<file path="src/rtl/ifmap_stream_packer_pkg.sv">
// Shared types and constants for the IFMap stream packer and its skid queue.
// Tag positions assume the default 18-bit tagged word: {sor, eor, pixel[15:0]}.
package ifmap_stream_packer_pkg;

   localparam int IFMAP_WIDTH_DEF = 18;
   localparam int SOR_BIT         = IFMAP_WIDTH_DEF - 1;
   localparam int EOR_BIT         = IFMAP_WIDTH_DEF - 2;

   localparam int SKID_DEPTH = 2;
   localparam int SKID_CNT_W = 2;

   typedef enum logic [1:0] {
      IDLE,
      FETCH,
      DRAIN,
      DONE
   } state_t;

endpackage

</file>
<file path="src/rtl/skid_queue2.sv">
// Two-entry first-in first-out queue; the head entry is always visible on dout.
// Shared by the IFMap packer and the filter feeder.
module skid_queue2
   import ifmap_stream_packer_pkg::*;
#(
   parameter int WIDTH = 18
) (
   input  logic                  clk,
   input  logic                  rst,
   input  logic                  push,
   input  logic                  pop,
   input  logic [WIDTH-1:0]      din,
   output logic [WIDTH-1:0]      dout,
   output logic [SKID_CNT_W-1:0] count
);

   logic [WIDTH-1:0]      head_q, head_d;
   logic [WIDTH-1:0]      tail_q, tail_d;
   logic [SKID_CNT_W-1:0] count_q, count_d;
   logic                  pop_eff;

   assign pop_eff = pop && (count_q != '0);

   always_comb begin
      // NOTE: every _d gets its hold value first so no path leaves it unassigned, which would infer a latch.
      head_d  = head_q;
      tail_d  = tail_q;
      count_d = count_q;
      unique case ({push, pop_eff})
         2'b10: begin
            if (count_q == '0) head_d = din;
            else               tail_d = din;
            count_d = count_q + SKID_CNT_W'(1);
         end
         2'b01: begin
            head_d  = tail_q;
            count_d = count_q - SKID_CNT_W'(1);
         end
         2'b11: begin
            if (count_q == SKID_CNT_W'(1)) begin
               head_d = din;
            end else begin
               head_d = tail_q;
               tail_d = din;
            end
         end
         default: ;
      endcase
   end

   always_ff @(posedge clk) begin
      // NOTE: storage is reset as well, because the head drives the output word directly and must read 0 after reset.
      if (rst) begin
         head_q  <= '0;
         tail_q  <= '0;
         count_q <= '0;
      end else begin
         // NOTE: non-blocking assignments so every flop samples pre-edge values regardless of statement order.
         head_q  <= head_d;
         tail_q  <= tail_d;
         count_q <= count_d;
      end
   end

   assign dout  = head_q;
   assign count = count_q;

endmodule

</file>
<file path="src/rtl/ifmap_stream_packer.sv">
// Fetches a row_len x row_count pixel block from feature memory, tags row
// boundaries and streams the words into the PE IFMap FIFO through a skid queue.
module ifmap_stream_packer
   import ifmap_stream_packer_pkg::*;
#(
   parameter int DATA_WIDTH   = 16,
   parameter int IFMAP_WIDTH  = 18,
   parameter int ADDR_WIDTH   = 16,
   parameter int ROW_LEN_SIZE = 8,
   parameter int ROW_CNT_SIZE = 8
) (
   input  logic                    clk,
   input  logic                    rst,
   input  logic                    start,
   input  logic [ADDR_WIDTH-1:0]   base_addr,
   input  logic [ROW_LEN_SIZE-1:0] row_len,
   input  logic [ROW_CNT_SIZE-1:0] row_count,
   output logic                    mem_ren,
   output logic [ADDR_WIDTH-1:0]   mem_addr,
   input  logic [DATA_WIDTH-1:0]   mem_rdata,
   input  logic                    buf_ready,
   output logic [IFMAP_WIDTH-1:0]  IFMap_out,
   output logic                    wen_IFMap,
   output logic                    busy,
   output logic                    done
);

   localparam logic [SKID_CNT_W:0] DEPTH_L = (SKID_CNT_W + 1)'(SKID_DEPTH);

   state_t                  state_q, state_d;
   logic [ADDR_WIDTH-1:0]   base_q, base_d;
   logic [ADDR_WIDTH-1:0]   idx_q, idx_d;
   logic [ROW_LEN_SIZE-1:0] len_q, len_d;
   logic [ROW_LEN_SIZE-1:0] col_q, col_d;
   logic [ROW_CNT_SIZE-1:0] cnt_q, cnt_d;
   logic [ROW_CNT_SIZE-1:0] row_q, row_d;
   logic                    inflight_q, inflight_d;
   logic [1:0]              tag_q, tag_d;

   logic [SKID_CNT_W-1:0]   occ;
   logic [SKID_CNT_W:0]     slots_net;
   logic                    issue_ok, issue, last_col, last_read;
   logic [IFMAP_WIDTH-1:0]  skid_din;

   assign wen_IFMap = (occ != '0) && buf_ready;

   // A word popped this cycle frees its slot for a read issued this cycle.
   assign slots_net = {1'b0, occ} + {{SKID_CNT_W{1'b0}}, inflight_q} - {{SKID_CNT_W{1'b0}}, wen_IFMap};
   assign issue_ok  = slots_net < DEPTH_L;
   assign last_col  = (col_q == len_q - ROW_LEN_SIZE'(1));
   assign last_read = last_col && (row_q == cnt_q - ROW_CNT_SIZE'(1));

   always_comb begin
      state_d = state_q;
      base_d  = base_q;
      idx_d   = idx_q;
      len_d   = len_q;
      col_d   = col_q;
      cnt_d   = cnt_q;
      row_d   = row_q;
      tag_d   = tag_q;
      issue   = 1'b0;
      done    = 1'b0;
      unique case (state_q)
         IDLE: begin
            if (start) begin
               if ((row_len != '0) && (row_count != '0)) begin
                  base_d  = base_addr;
                  len_d   = row_len;
                  cnt_d   = row_count;
                  idx_d   = '0;
                  col_d   = '0;
                  row_d   = '0;
                  state_d = FETCH;
               end else begin
                  state_d = DONE;
               end
            end
         end
         FETCH: begin
            if (issue_ok) begin
               issue = 1'b1;
               tag_d = {col_q == '0, last_col};
               idx_d = idx_q + ADDR_WIDTH'(1);
               if (last_col) begin
                  col_d = '0;
                  row_d = row_q + ROW_CNT_SIZE'(1);
               end else begin
                  col_d = col_q + ROW_LEN_SIZE'(1);
               end
               if (last_read) state_d = DRAIN;
            end
         end
         DRAIN: begin
            // Leave as the final word is written so done follows it by one cycle.
            if (!inflight_q && ((occ == '0) || ((occ == SKID_CNT_W'(1)) && wen_IFMap)))
               state_d = DONE;
         end
         DONE: begin
            done    = 1'b1;
            state_d = IDLE;
         end
         default: state_d = IDLE;
      endcase
      inflight_d = issue;
   end

   always_ff @(posedge clk) begin
      if (rst) begin
         state_q    <= IDLE;
         base_q     <= '0;
         idx_q      <= '0;
         len_q      <= '0;
         col_q      <= '0;
         cnt_q      <= '0;
         row_q      <= '0;
         inflight_q <= 1'b0;
         tag_q      <= '0;
      end else begin
         state_q    <= state_d;
         base_q     <= base_d;
         idx_q      <= idx_d;
         len_q      <= len_d;
         col_q      <= col_d;
         cnt_q      <= cnt_d;
         row_q      <= row_d;
         inflight_q <= inflight_d;
         tag_q      <= tag_d;
      end
   end

   always_comb begin
      skid_din                   = '0;
      skid_din[DATA_WIDTH-1:0]   = mem_rdata;
      skid_din[SOR_BIT]          = tag_q[1];
      skid_din[EOR_BIT]          = tag_q[0];
   end

   skid_queue2 #(
      .WIDTH(IFMAP_WIDTH)
   ) u_skid (
      .clk  (clk),
      .rst  (rst),
      .push (inflight_q),
      .pop  (wen_IFMap),
      .din  (skid_din),
      .dout (IFMap_out),
      .count(occ)
   );

   assign mem_ren  = issue;
   assign mem_addr = base_q + idx_q;
   assign busy     = (state_q == FETCH) || (state_q == DRAIN);

endmodule

</file>
<file path="config.mk">
export PLATFORM = sky130hd
export DESIGN_NAME = ifmap_stream_packer
export DESIGN_NICKNAME = d
export VERILOG_FILES = /design/src/rtl/ifmap_stream_packer_pkg.sv /design/src/rtl/skid_queue2.sv /design/src/rtl/ifmap_stream_packer.sv
export SDC_FILE = /design/constraint.sdc
export NUM_CORES = 1
export LEC_CHECK = 0
export ABC_AREA = 1
export CAP_MARGIN = 20
export CORE_MARGIN = 4
export CORE_UTILIZATION = 40
export DETAILED_ROUTE_END_ITERATION = 16
export PLACE_DENSITY_LB_ADDON = 0.2
export SYNTH_ARGS = -nofsm -noshare
export SYNTH_HDL_FRONTEND = slang
export SYNTH_SLANG_ARGS = --single-unit
</file>
<file path="constraint.sdc">
create_clock -name clk -period 3.5 [get_ports clk]
set_input_delay 0.35 -clock clk [delete_from_list [all_inputs] [get_ports clk]]
set_output_delay 0.35 -clock clk [all_outputs]
set_load 0.03 [all_outputs]
</file>
==> impl_metrics.csv <==
group,metric,value,unit
outcome,status,"completed",
clocking,cts-buffers-inserted,9,
synth,ys_async_sr_fraction,0,%
global_route,antenna_found_initial,0,
synth,ys.flop_type,"dfxtp_1",
drt,drc,0,
finish,synthToLayoutAreaGrowth,23.00,%
timing,worst_slew_pin_slew,0.8906,ns
setup_path,cp_max_fo,4,
finish,n_antenna_cell,0,
global_route,grt-ovfl-total,0,
power_and_ir_drop,cellPowerDensity,715.2,mW/mm^2
synth,yosysTopAreaCellShare,34.21,%
clocking,root_buffer,"clkbuf_16",
clocking,cts_sinks,107,
clocking,insertion_delay,0.36,ns
run,max_cap_viol_count,0,
timing,fin_crit,3.181,ns
synth,synth_nets,989,
setup_path,end_kind,"output pin",
timing,fin_tns_setup,0,ns
finish,fin_nets,1070,
synth,yosysSeqAreaShare,34.21,%
drt,drtIter0Drc,332,
clocking,clock_path_buffers,2,
finish,multi_input_area,0.003408,sq mm
finish,seq_area,0.002142,sq mm
placed_design,gp_congestion,0.8315,
finish,nFillCells,1535,
floorplanning,fp.coreArea,0.01526,sq mm
global_route,grt_pass1_vias,5530,
floorplanning,num_rows,45,
power_and_ir_drop,switching_share,44.72,%
synth,netlist_top_cells_area,"dfxtp_1 (34%), inv_1 (9.2%), nand2_1 (8.6%)",
synth,yosys.area.top_type,"dfxtp_1",
synth,yosysWarningCount,0,
floorplanning,die_y,133.1,microns
synth,synth_area_per_cell,6.934,sq um
finish,drive_above_1_share,5.763,%
drt,wl_per_cell,12.40,microns
power_and_ir_drop,p_seq_share,31.6,%
timing,setup_slack,0.3194,ns
power_and_ir_drop,switchingPower,0.002463,W
drt,ant_nets,0,
finish,postLayoutCoreUtil,50.47,%
clocking,tritoncts,"done",
floorplanning,dieWidth,133.1,microns
timing,timing.final.hold_violations,0,
min_path,min_path_type,"register to register",
power_and_ir_drop,p_leak,3.396,nW
timing,setup-violations-final,0,
clocking,clk_pin_slew,0.08,ns
synth,synth-edff-count,0,
power_and_ir_drop,clkPwrFrac,18.8,%
synth,synthCells,903,
clocking,cts_hold_buffers,0,
setup_path,worstSetupPathType,"register to output pin",
floorplanning,ioPinCount,90,
global_route,grt_max_degree,43,
drt,totalWireLength,14.88,mm
power_and_ir_drop,total_power,0.005508,W
drt,dr.pass1.iters,4,
timing,drv_slew,0,
placed_design,port_buffers,89,
drt,viasPerCell,4.819,
setup_path,cp.arrival,2.83,ns
timing,min_period_over_period,90.87,%
placed_design,dpl.hpwl,11.06,mm
global_route,grt_use_total,17.17,%
power_and_ir_drop,share_comb_of_total_power,49.6,%
setup_path,cp-start-kind,"register",
synth,ys_types,47,
timing,clock_skew,0.01499,ns
timing,fmax,314.4,MHz
power_and_ir_drop,intPower,0.003045,W
floorplanning,start_util,41.03,%
clocking,htreeDepth,3,
power_and_ir_drop,irDropWorstVdd,0.3632,mV
synth,synth_area,0.006261,sq mm
setup_path,critical_path_required,3.15,ns
timing,relSlewSlack,40.63,%
floorplanning,die-area,0.01772,sq mm
global_route,grt_pass1_wl,25.67,mm
placed_design,place_ws,0.1608,ns
drt,vias,5783,
synth,ys_ff_latch,107,
timing,rsz0062_at_grt,"no",
-- routing by layer --
layer | track usage [%] | share of wire [%] | vias up
met5 | 0 | 0 | -
met4 | 5.086 | 0.94 | 0
met3 | 3.776 | 4.6 | 10
met2 | 28.30 | 46 | 98
met1 | 22.61 | 48 | 2569
li1 | - | - | 3106
-- Yosys cell counts (2+ instances only) --
cell and instances:
inv_1 154, nand2_1 143, dfxtp_1 107, nor2_1 94, o21ai_0 93, a21oi_1 92, nand3_1 35, ha_1 32
xor2_1 28, clkbuf_1 20, o221ai_1 18, nand4_1 15, nor3_1 14, xnor2_1 6, buf_2 5, inv_2 4
nand2_4 3, a211oi_1 2, a21oi_2 2, a31o_2 2, buf_1 2, fa_1 2, nand3_4 2, nor2_2 2
nor3_2 2, nor4_1 2, o21ai_1 2
-- path summary, 6_finish.rpt --
path                   startpoint          to  slack, ns  cells past startpoint
setup / recovery  u_skid.count[1]     mem_ren       0.32                     10
hold / removal         base_q[13]  base_q[13]       0.46                      2
setup reg to reg  u_skid.count[1]    col_q[2]       0.38                     14
hold reg to reg        base_q[13]  base_q[13]       0.46                      2
-- cell families (layout without fill, tap and decap cells) --
group | Yosys count | count (layout) | synth area share [%]
AO/OA/AOI/OAI | 221 | 221 | 19.74
buffers and inverters | 189 | 275 | 11.65
AND/OR/NAND/NOR | 318 | 318 | 22.60
adder cells (fa/ha/maj) | 34 | 34 | 7.034
XOR/XNOR | 34 | 34 | 4.756
flip-flops | 107 | 107 | 34.21
-- state kept, by name, summed over array words and instances, names as in the netlist --
| name | flops |
|---|---|
| col_q | 8 |
| row_q | 8 |
| idx_q | 16 |
| u_skid.count | 2 |
| base_q | 16 |
| inflight_q | 1 |
| tag_q | 2 |
| len_q | 8 |
| u_skid.tail_q | 18 |
| u_skid.dout | 18 |
| state_q | 2 |
| cnt_q | 8 |
-- placed cells by master (no fill, tap or decap), drive strengths merged, types with 15 or more instances in the layout --
cell	synthesis	routed
nor2	97	97
xor2	28	28
a21oi	95	95
nand3	37	37
inv	159	163
dfxtp	107	107
nor3	17	17
o21ai	95	95
nand2	148	148
o221ai	18	18
nand4	15	15
clkdlybuf4s50	0	86
ha	32	32
-- layout make-up --
cell class	instances	share of cell area (%)
timing repair buffer	99	12.74
sequential	107	27.81
multi-input combinational	607	44.26
clock inverter	7	1.007
inverter	160	7.831
clock buffer	9	2.924
tap	211	3.428
-- what timing repair did --
| action | 4_1_cts | 5_1_grt |
|---|---|---|
| setup buffers | 0 | 0 |
| setup endpoints to repair | 0 | 8 |
| resized for setup | 0 | 6 |
-- critical path, cell delays in order (launching register included) --
cell,delay [ns]
dfxtp_1,0.37
inv_1,0.11
ha_1,0.25
nor2_2,0.20
ha_1,0.25
nor2_1,0.14
fa_1,0.42
a21oi_1,0.14
o21ai_1,0.11
nor2_1,0.31
buf_12,0.18
-- power groups by stage --
stage | clock, W | sequential, W | combinational [W]
4_1_cts | 0.00106 | 0.00174 | 0.00276
5_1_grt | 0.00111 | 0.00178 | 0.00308
6_report | 0.00103 | 0.00174 | 0.00273
3_3_place_gp | 0 | 0.00177 | 0.00272
2_1_floorplan | 0 | 0.00189 | 0.00180
3_5_place_dp | 0 | 0.00177 | 0.00275
-- through the flow --
stage                     cell area, sq um  hold WS, ns  instances
after floorplan                       6261       0.4280        903
after global placement                7386       0.4433       1184
after detailed placement              7386       0.4453       1184
after CTS                             7689       0.4635       1200
after global routing                  7701       0.4836       1200
final                                 7701       0.4563       1200
Note: power is estimated with default switching activity, not from simulation.
